File: config.mk
export PLATFORM = sky130hd
export DESIGN_NAME = addsub_seq_ctrl
export DESIGN_NICKNAME = d
export VERILOG_FILES = /design/src/rtl/addsub_seq_ctrl.sv
export SDC_FILE = /design/constraint.sdc
export NUM_CORES = 1
export LEC_CHECK = 0
export ABC_AREA = 1
export BUFFER_PORTS_ARGS = -buffer_cell sky130_fd_sc_hd__clkbuf_2
export CAP_MARGIN = 20
export CORE_MARGIN = 4
export CORE_UTILIZATION = 54
export DETAILED_ROUTE_END_ITERATION = 10
export HOLD_SLACK_MARGIN = 0.1
export PLACE_DENSITY = 0.86
export SLEW_MARGIN = 20
export SYNTH_ARGS = -nofsm -noshare
export SYNTH_HDL_FRONTEND = slang
export SYNTH_SLANG_ARGS = --single-unit
File: constraint.sdc
create_clock -name clk -period 3.4 [get_ports clk]
set_clock_uncertainty 0.2 [all_clocks]
set_input_delay 0.68 -clock clk [delete_from_list [all_inputs] [get_ports clk]]
set_output_delay 0.68 -clock clk [all_outputs]
set_load 0.01 [all_outputs]
File: src/rtl/addsub_seq_ctrl.sv
// Multi-precision add/subtract sequencer: one 8-bit slice, one byte per clock, LSB first.
// Optional macro ADDSUB_SEQ_SATURATE_EN clamps overflowed results to the signed extreme.
module addsub_seq_ctrl #(
  parameter int NBYTES = 4
) (
  input  logic                  clk,
  input  logic                  rst,
  input  logic                  start_valid,
  output logic                  start_ready,
  input  logic                  op_sub,
  input  logic [8*NBYTES-1:0]   a,
  input  logic [8*NBYTES-1:0]   b,
  output logic                  res_valid,
  input  logic                  res_ready,
  output logic [8*NBYTES-1:0]   result,
  output logic                  carry,
  output logic                  overflow,
  output logic                  zero,
  output logic                  busy
);

  localparam int W = 8 * NBYTES;

  localparam logic [1:0] IDLE = 2'd0;
  localparam logic [1:0] RUN  = 2'd1;
  localparam logic [1:0] DONE = 2'd2;

  logic [1:0]   state;
  logic [W-1:0] a_q;
  logic [W-1:0] b_q;
  logic         op_q;
  logic         cin_q;
  logic [3:0]   idx;
  logic [W-1:0] result_q;
  logic         carry_q;
  logic         ovf_q;
  logic         zero_q;

  logic [7:0]   a_byte;
  logic [7:0]   b_byte;
  logic [7:0]   lo_sum;
  logic [1:0]   hi_sum;
  logic [7:0]   sum_byte;
  logic         c_out;
  logic         slice_ovf;
  logic         last;
  logic [W-1:0] full_res;
  logic [W-1:0] final_res;

  // The slice is split at bit 7 so the carry into the MSB is available for the overflow flag.
  always_comb begin
    a_byte    = a_q[7:0];
    b_byte    = b_q[7:0] ^ {8{op_q}};
    lo_sum    = {1'b0, a_byte[6:0]} + {1'b0, b_byte[6:0]} + {7'b0, cin_q};
    hi_sum    = {1'b0, a_byte[7]} + {1'b0, b_byte[7]} + {1'b0, lo_sum[7]};
    sum_byte  = {hi_sum[0], lo_sum[6:0]};
    c_out     = hi_sum[1];
    slice_ovf = lo_sum[7] ^ hi_sum[1];
    last      = (idx == 4'(NBYTES - 1));
    full_res  = {sum_byte, result_q[W-1:8]};
`ifdef ADDSUB_SEQ_SATURATE_EN
    // On the last byte a_byte holds A's top byte, so its MSB gives the overflow direction.
    if (slice_ovf)
      final_res = a_byte[7] ? {1'b1, {(W-1){1'b0}}} : {1'b0, {(W-1){1'b1}}};
    else
      final_res = full_res;
`else
    final_res = full_res;
`endif
  end

  // Operands shift down a byte per RUN cycle; result bytes enter from the top so the
  // final byte completes the word in place.
  always_ff @(posedge clk) begin
    if (rst) begin
      state    <= IDLE;
      a_q      <= '0;
      b_q      <= '0;
      op_q     <= 1'b0;
      cin_q    <= 1'b0;
      idx      <= 4'd0;
      result_q <= '0;
      carry_q  <= 1'b0;
      ovf_q    <= 1'b0;
      zero_q   <= 1'b0;
    end else begin
      case (state)
        IDLE: begin
          if (start_valid) begin
            a_q   <= a;
            b_q   <= b;
            op_q  <= op_sub;
            cin_q <= op_sub;
            idx   <= 4'd0;
            state <= RUN;
          end
        end
        RUN: begin
          a_q   <= {8'h00, a_q[W-1:8]};
          b_q   <= {8'h00, b_q[W-1:8]};
          cin_q <= c_out;
          idx   <= idx + 4'd1;
          if (last) begin
            result_q <= final_res;
            carry_q  <= c_out ^ op_q;
            ovf_q    <= slice_ovf;
            zero_q   <= (final_res == '0);
            state    <= DONE;
          end else begin
            result_q <= full_res;
          end
        end
        DONE: begin
          if (res_ready)
            state <= IDLE;
        end
        default: state <= IDLE;
      endcase
    end
  end

  assign start_ready = (state == IDLE);
  assign res_valid   = (state == DONE);
  assign busy        = (state != IDLE);
  assign result      = result_q;
  assign carry       = carry_q;
  assign overflow    = ovf_q;
  assign zero        = zero_q;

endmodule

==> impl_metrics.tcl, run 1 <==
set metrics [dict create \
    worstMarginPinSlew_ns 1.047 \
    p_leak_nw 2.471 \
    synthFlopType "dfxtp_1" \
    die_w_um 101.2 \
    antennaDiodeCount 0 \
    avgSynthCellArea_um2 7.513 \
    setup_tns_ns 0 \
    utilization_pct 65.18 \
    grt_pass1_wl_um 18710 \
    slew_violations 0 \
    drt-total-wl_um 11280 \
    syn_area_um2 4688 \
    crit_type "flip-flop to flip-flop" \
    cp_max_fo 7 \
    p_sw_mw 0.8558 \
    grt_util_all_layers_pct 22.32 \
    syn2layout_area_growth_pct 15.96 \
    run_status "finished clean" \
    gr-total-overflow 0 \
    dieHeight_um 101.2 \
    htreeDepth 3 \
    antenna_found_initial 0 \
    fin_nets 785 \
    setup_violations 0 \
    synth.yosys.seq_area_share_pct 45.69 \
    worstPathRequired_ns 3.50 \
    p_comb_share_pct 19.8 \
    clkSinkCount 107 \
    io_pins 107 \
    gp_congestion 0.8915 \
    relSlewSlack_pct 30.12 \
    rsz0062_at_grt "no" \
    dieArea_um2 10240 \
    seq_power_share_pct 49.8 \
    end_kind "flip-flop" \
    synth_nets 703 \
    cts_tree "done" \
    avgRoutedWirePerCell_um 13.82 \
    fin_crit_ns 3.057 \
    cts.path.max_buffers 2 \
    root_buffer "clkbuf_8" \
    p_sw_share_pct 29.53 \
    drc 0 \
    start_util_pct 56.21 \
    layout.cells.non_filler 816 \
    p_per_area_nw_per_um2 533.0 \
    ir_drop_uv 271.2 \
    place_inst 800 \
    hpwl_um 7987 \
    grt_pass1_vias 4141 \
    numCtsBuffers 9 \
    fp-row-count 33 \
    dr.pass1.iters 5 \
    clock.fmax_ghz 0.3271 \
    clkPwrFrac_pct 30.4 \
    max_cap_viol_count 0 \
    crit_arrival_ns 3.16 \
    hold_buffers 0 \
    syn_inst 624 \
    drive_above_1_share_pct 19.83 \
    cp-start-kind "flip-flop" \
    vias 4339 \
    grt_max_degree 98 \
    path_clk_slew_ns 0.11 \
    async_flop_share_pct 0 \
    ys_types 30 \
    ys_warn_count 0 \
    core_um2 8341 \
    io_buffer_count 106 \
    ant_nets 0 \
    clk_latency_ns 0.36 \
    finalHoldViolations 0 \
    viasPerCell 5.317 \
    worst_hold_path_type "flip-flop to flip-flop" \
    ys_ff_latch 107 \
    period_share_pct 89.92 \
    p_int_mw 2.042 \
    drt-initial-drc-count 253 \
    synth_edf_count 0 \
]
## layout make-up
| type | count | area, um^2 |
|---|---|---|
| well taps | 105 | 131.4 |
| fillers | 724 | 2904 |
| flip-flops and latches | 107 | 2143 |
| inverters | 45 | 173.9 |
| repair buffers | 113 | 595.6 |
| clock buffers | 11 | 151.4 |
| clock inverters | 5 | 82.58 |
| multi-input cells | 430 | 2158 |
## worst max-delay path: stages, from the launching register on
cell and delay, ns:
dfxtp_2 0.43, buf_4 0.16, xor2_1 0.17, ha_1 0.30
a21oi_1 0.25, o31a_1 0.18, nand2_1 0.09, fa_1 0.46
inv_1 0.08, nand3_1 0.07, nor3_1 0.17, nand2_1 0.08
nor2_1 0.13, nand4_1 0.11, a21oi_1 0.13
## path summary, 6_finish.rpt
path                            slack [ns]  endpoint  cells past startpoint    start
worst max register to register        0.34      zero                     14     op_q
worst max-delay path                  0.34      zero                     14     op_q
worst min-delay path                  0.27   b_q[26]                      2  b_q[26]
worst min register to register        0.27   b_q[26]                      2  b_q[26]
## per-stage QoR
| step | total power [mW] | hold slack (ns) | setup WS [ns] | area, um^2 |
|---|---|---|---|---|
| after floorplan | 1.869 | 0.2401 | 0.5967 | 4688 |
| final | 2.898 | 0.2668 | 0.3427 | 5436 |
| after global placement | 2.029 | 0.2488 | 0.3850 | 5201 |
| after global routing | 3.059 | 0.2989 | 0.03757 | 5436 |
| after CTS | 2.910 | 0.2669 | 0.2373 | 5435 |
| after detailed placement | 2.042 | 0.2522 | 0.2555 | 5201 |
## state kept, by name, summed over array words and instances, names as in the netlist
register  count
a_q          32
b_q          32
carry         1
cin_q         1
idx           4
op_q          1
overflow      1
result       32
state         2
zero          1
## placed cells by master (no fill, tap or decap), types with 4 or more instances in the layout
cell / Yosys / final
a21oi_1: 54 / 54
a31oi_1: 49 / 49
buf_4: 9 / 6
clkbuf_2: 0 / 106
clkbuf_8: 0 / 11
dfxtp_1: 107 / 106
ha_1: 7 / 7
inv_1: 41 / 40
nand2_1: 172 / 172
nand3_1: 14 / 14
nor2_1: 24 / 24
o211ai_1: 4 / 4
o21ai_0: 56 / 56
o21ai_1: 22 / 22
xor2_1: 8 / 8
## cell families after synthesis
| group | share of synthesized area (%) |
|---|---|
| and+or+nand+nor | 19.40 |
| AOI/OAI and AO/OA | 21.62 |
| DFF | 45.69 |
| buffers and inverters | 8.273 |
| xor gates and xnor gates | 1.868 |
| adders and majority gates | 3.149 |
## routing by layer
| layer | GRT usage (%) | up-vias | share of wire, % |
|---|---|---|---|
| li1 | - | 2243 | - |
| met1 | 29.21 | 1979 | 44 |
| met2 | 37.73 | 104 | 49 |
| met3 | 4.339 | 13 | 5.3 |
| met4 | 6.135 | 0 | 1.4 |
| met5 | 0 | - | 0 |
## synthesized netlist by cell type, types with 2 or more instances
cell	instances	area, um^2
a21oi_1	54	270.3
nand4_1	3	18.77
o21ai_1	22	110.1
o21ai_0	56	280.3
clkbuf_1	20	75.07
inv_1	41	153.9
fa_1	3	60.06
inv_4	2	12.51
nor3_1	3	15.01
dfxtp_1	107	2142
inv_2	2	7.510
nand3_1	14	70.07
nor2_4	2	22.52
nand2_1	172	645.6
ha_1	7	87.58
buf_4	9	67.56
nor2_1	24	90.09
xnor2_1	2	17.52
a31oi_1	49	306.5
o211ai_1	4	30.03
buf_2	12	60.06
xor2_1	8	70.07
## power groups by stage
stage | Clock [mW] | Combinational (mW) | Sequential [mW]
6_report | 0.881 | 0.574 | 1.44
5_1_grt | 0.947 | 0.655 | 1.46
4_1_cts | 0.892 | 0.575 | 1.44
3_5_place_dp | 0 | 0.571 | 1.47
3_3_place_gp | 0 | 0.563 | 1.47
2_1_floorplan | 0 | 0.404 | 1.46
## what timing repair did
action / 4_1_cts / 5_1_grt
buffers inserted: 0 / 0
resized for setup: 0 / 1
endpoints found under the setup margin: 0 / 1
No activity file was read; power rests on OpenSTA's default activity.
==> run 2: changes to the inputs <==
- CORE_UTILIZATION: 54 -> 58
- PLACE_DENSITY: 0.86 -> 0.91
- clock period: 3.4 -> 3.6 ns (I/O delays scaled with it)
==> impl_metrics.tcl, run 2 (synthesis results as in run 1) <==
set metrics [dict create \
    drt-initial-drc-count 240 \
    pre_cts_slack_ns 0.4147 \
    layout_commonest_cell "nand2_1" \
    gp_congestion 0.8667 \
    dr.pass1.iters 5 \
    clkPwrFrac_pct 27.2 \
    slew_violations 0 \
    worst_hold_path_type "flip-flop to flip-flop" \
    hpwl_um 7747 \
    p_comb_share_pct 20.6 \
    clock.fmax_ghz 0.3077 \
    whs_path_depth 2 \
    setup_violations 0 \
    end_kind "flip-flop" \
    grt_util_all_layers_pct 23.13 \
    design_power_total_mw 2.608 \
    cp_max_fo 10 \
    fin_crit_ns 3.250 \
    avgRoutedWirePerCell_um 13.59 \
    period_share_pct 90.27 \
    hold-worst-slack_ns 0.2655 \
    grt_pass1_wl_um 18570 \
    worstMarginPinSlew_ns 1.046 \
    setup_tns_ns 0 \
    p_leak_nw 2.425 \
    drc 0 \
    relSlewSlack_pct 30.15 \
    fin_nets 783 \
    gr-total-overflow 0 \
    p_per_area_nw_per_um2 487.2 \
    cp-start-kind "flip-flop" \
    layout_setup_ws_ns 0.3503 \
    worstRegToRegCells 13 \
    rsz0062_at_grt "no" \
    grt_pass1_vias 4096 \
    crit_arrival_ns 3.34 \
    reg2reg_setup_slack_ns 0.35 \
    drive_above_1_share_pct 19.07 \
    numCtsBuffers 9 \
    p_sw_mw 0.7957 \
    worstHoldEndpoint "a_q[25]" \
    crit_type "flip-flop to flip-flop" \
    hold_buffers 0 \
    p_sw_share_pct 30.51 \
    cts.path.max_buffers 2 \
    io_pins 107 \
    core_um2 7807 \
    r2r_start "op_q" \
    antennaDiodeCount 0 \
    clkSinkCount 107 \
    dieArea_um2 9585 \
    ant_nets 0 \
    ir_drop_uv 285.1 \
    htreeDepth 3 \
    syn2layout_area_growth_pct 14.17 \
    io_buffer_count 106 \
    finalHoldViolations 0 \
    rr_endpoint "zero" \
    root_buffer "clkbuf_8" \
    clk_latency_ns 0.36 \
    fp-row-count 32 \
    postCtsSetupBuffers 0 \
    min_from "a_q[25]" \
    dieHeight_um 97.91 \
    antenna_found_initial 0 \
    seq_power_share_pct 52.3 \
    final_cell_mix "172 x nand2_1, 107 x dfxtp_1, 106 x clkbuf_2" \
    run_status "finished clean" \
    path_clk_slew_ns 0.09 \
    cts_resized 0 \
    vias 4398 \
    cts_tree "done" \
    die_w_um 97.91 \
    p_int_mw 1.812 \
    start_util_pct 60.05 \
    drt-total-wl_um 11010 \
    viasPerCell 5.430 \
    max_cap_viol_count 0 \
    grt_max_degree 98 \
    worstPathRequired_ns 3.69 \
]
## run 2: cell types whose count changed in the layout (fill, tap and decap cells not counted)
cell,change
clkbuf_8,-2
dfxtp_2,-1
bufinv_16,-1
clkinvlp_4,+1
dfxtp_1,+1
buf_12,-1
clkbuf_1,+2
buf_4,-1
clkinv_4,-1
## run 2: cell type report
cell class	count	area, um^2
multi-input combinational	430	2158
timing repair buffer	111	568.0
inverter	45	173.9
clock inverter	4	51.30
sequential	107	2142
tap	102	127.6
fill	652	2455
clock buffer	11	131.4
## run 2: stage by stage
step	cells	utilization, %	instance area [um^2]
after global placement	795	66.22	5170
after CTS	810	68.56	5353
after global routing	810	68.56	5353
after detailed placement	795	66.22	5170
after floorplan	624	-	4688
final	810	68.56	5353
## run 2: worst max path at each step
| stage | slack [ns] | from | depth (start not counted) | endpoint |
|---|---|---|---|---|
| 3_3_place_gp | 0.55 | op_q | 13 | zero |
| 5_1_grt | 0.17 | op_q | 13 | zero |
| 4_1_cts | 0.39 | op_q | 13 | zero |
| 3_5_place_dp | 0.41 | op_q | 13 | zero |
| 6_report | 0.35 | op_q | 13 | zero |
| 2_1_floorplan | 0.80 | op_q | 14 | zero |
## run 2: worst max-delay path, cell delays in order, from the launching register on
cell	delay (ns)
dfxtp_1	0.69
xor2_1	0.24
ha_1	0.31
a21oi_1	0.25
o31a_1	0.18
nand2_1	0.09
fa_1	0.46
inv_1	0.09
nand3_1	0.07
nor3_1	0.16
nand2_1	0.07
nor2_1	0.13
nand4_1	0.11
a21oi_1	0.13
## run 2: power groups by stage
stage / logic, mW / registers, mW / clock network (mW)
floorplan: 0.382 / 1.38 / 0
global placement: 0.523 / 1.39 / 0
detailed placement: 0.532 / 1.39 / 0
CTS: 0.535 / 1.36 / 0.716
global route: 0.609 / 1.38 / 0.775
finish: 0.536 / 1.36 / 0.709
## run 2: routing by layer
layer	up-vias	GRT usage, %	routed length (um)
li1	2243	-	-
met1	2016	29.45	4951
met2	129	39.32	5316
met3	10	5.857	625
met4	0	5.751	114
met5	-	0	0
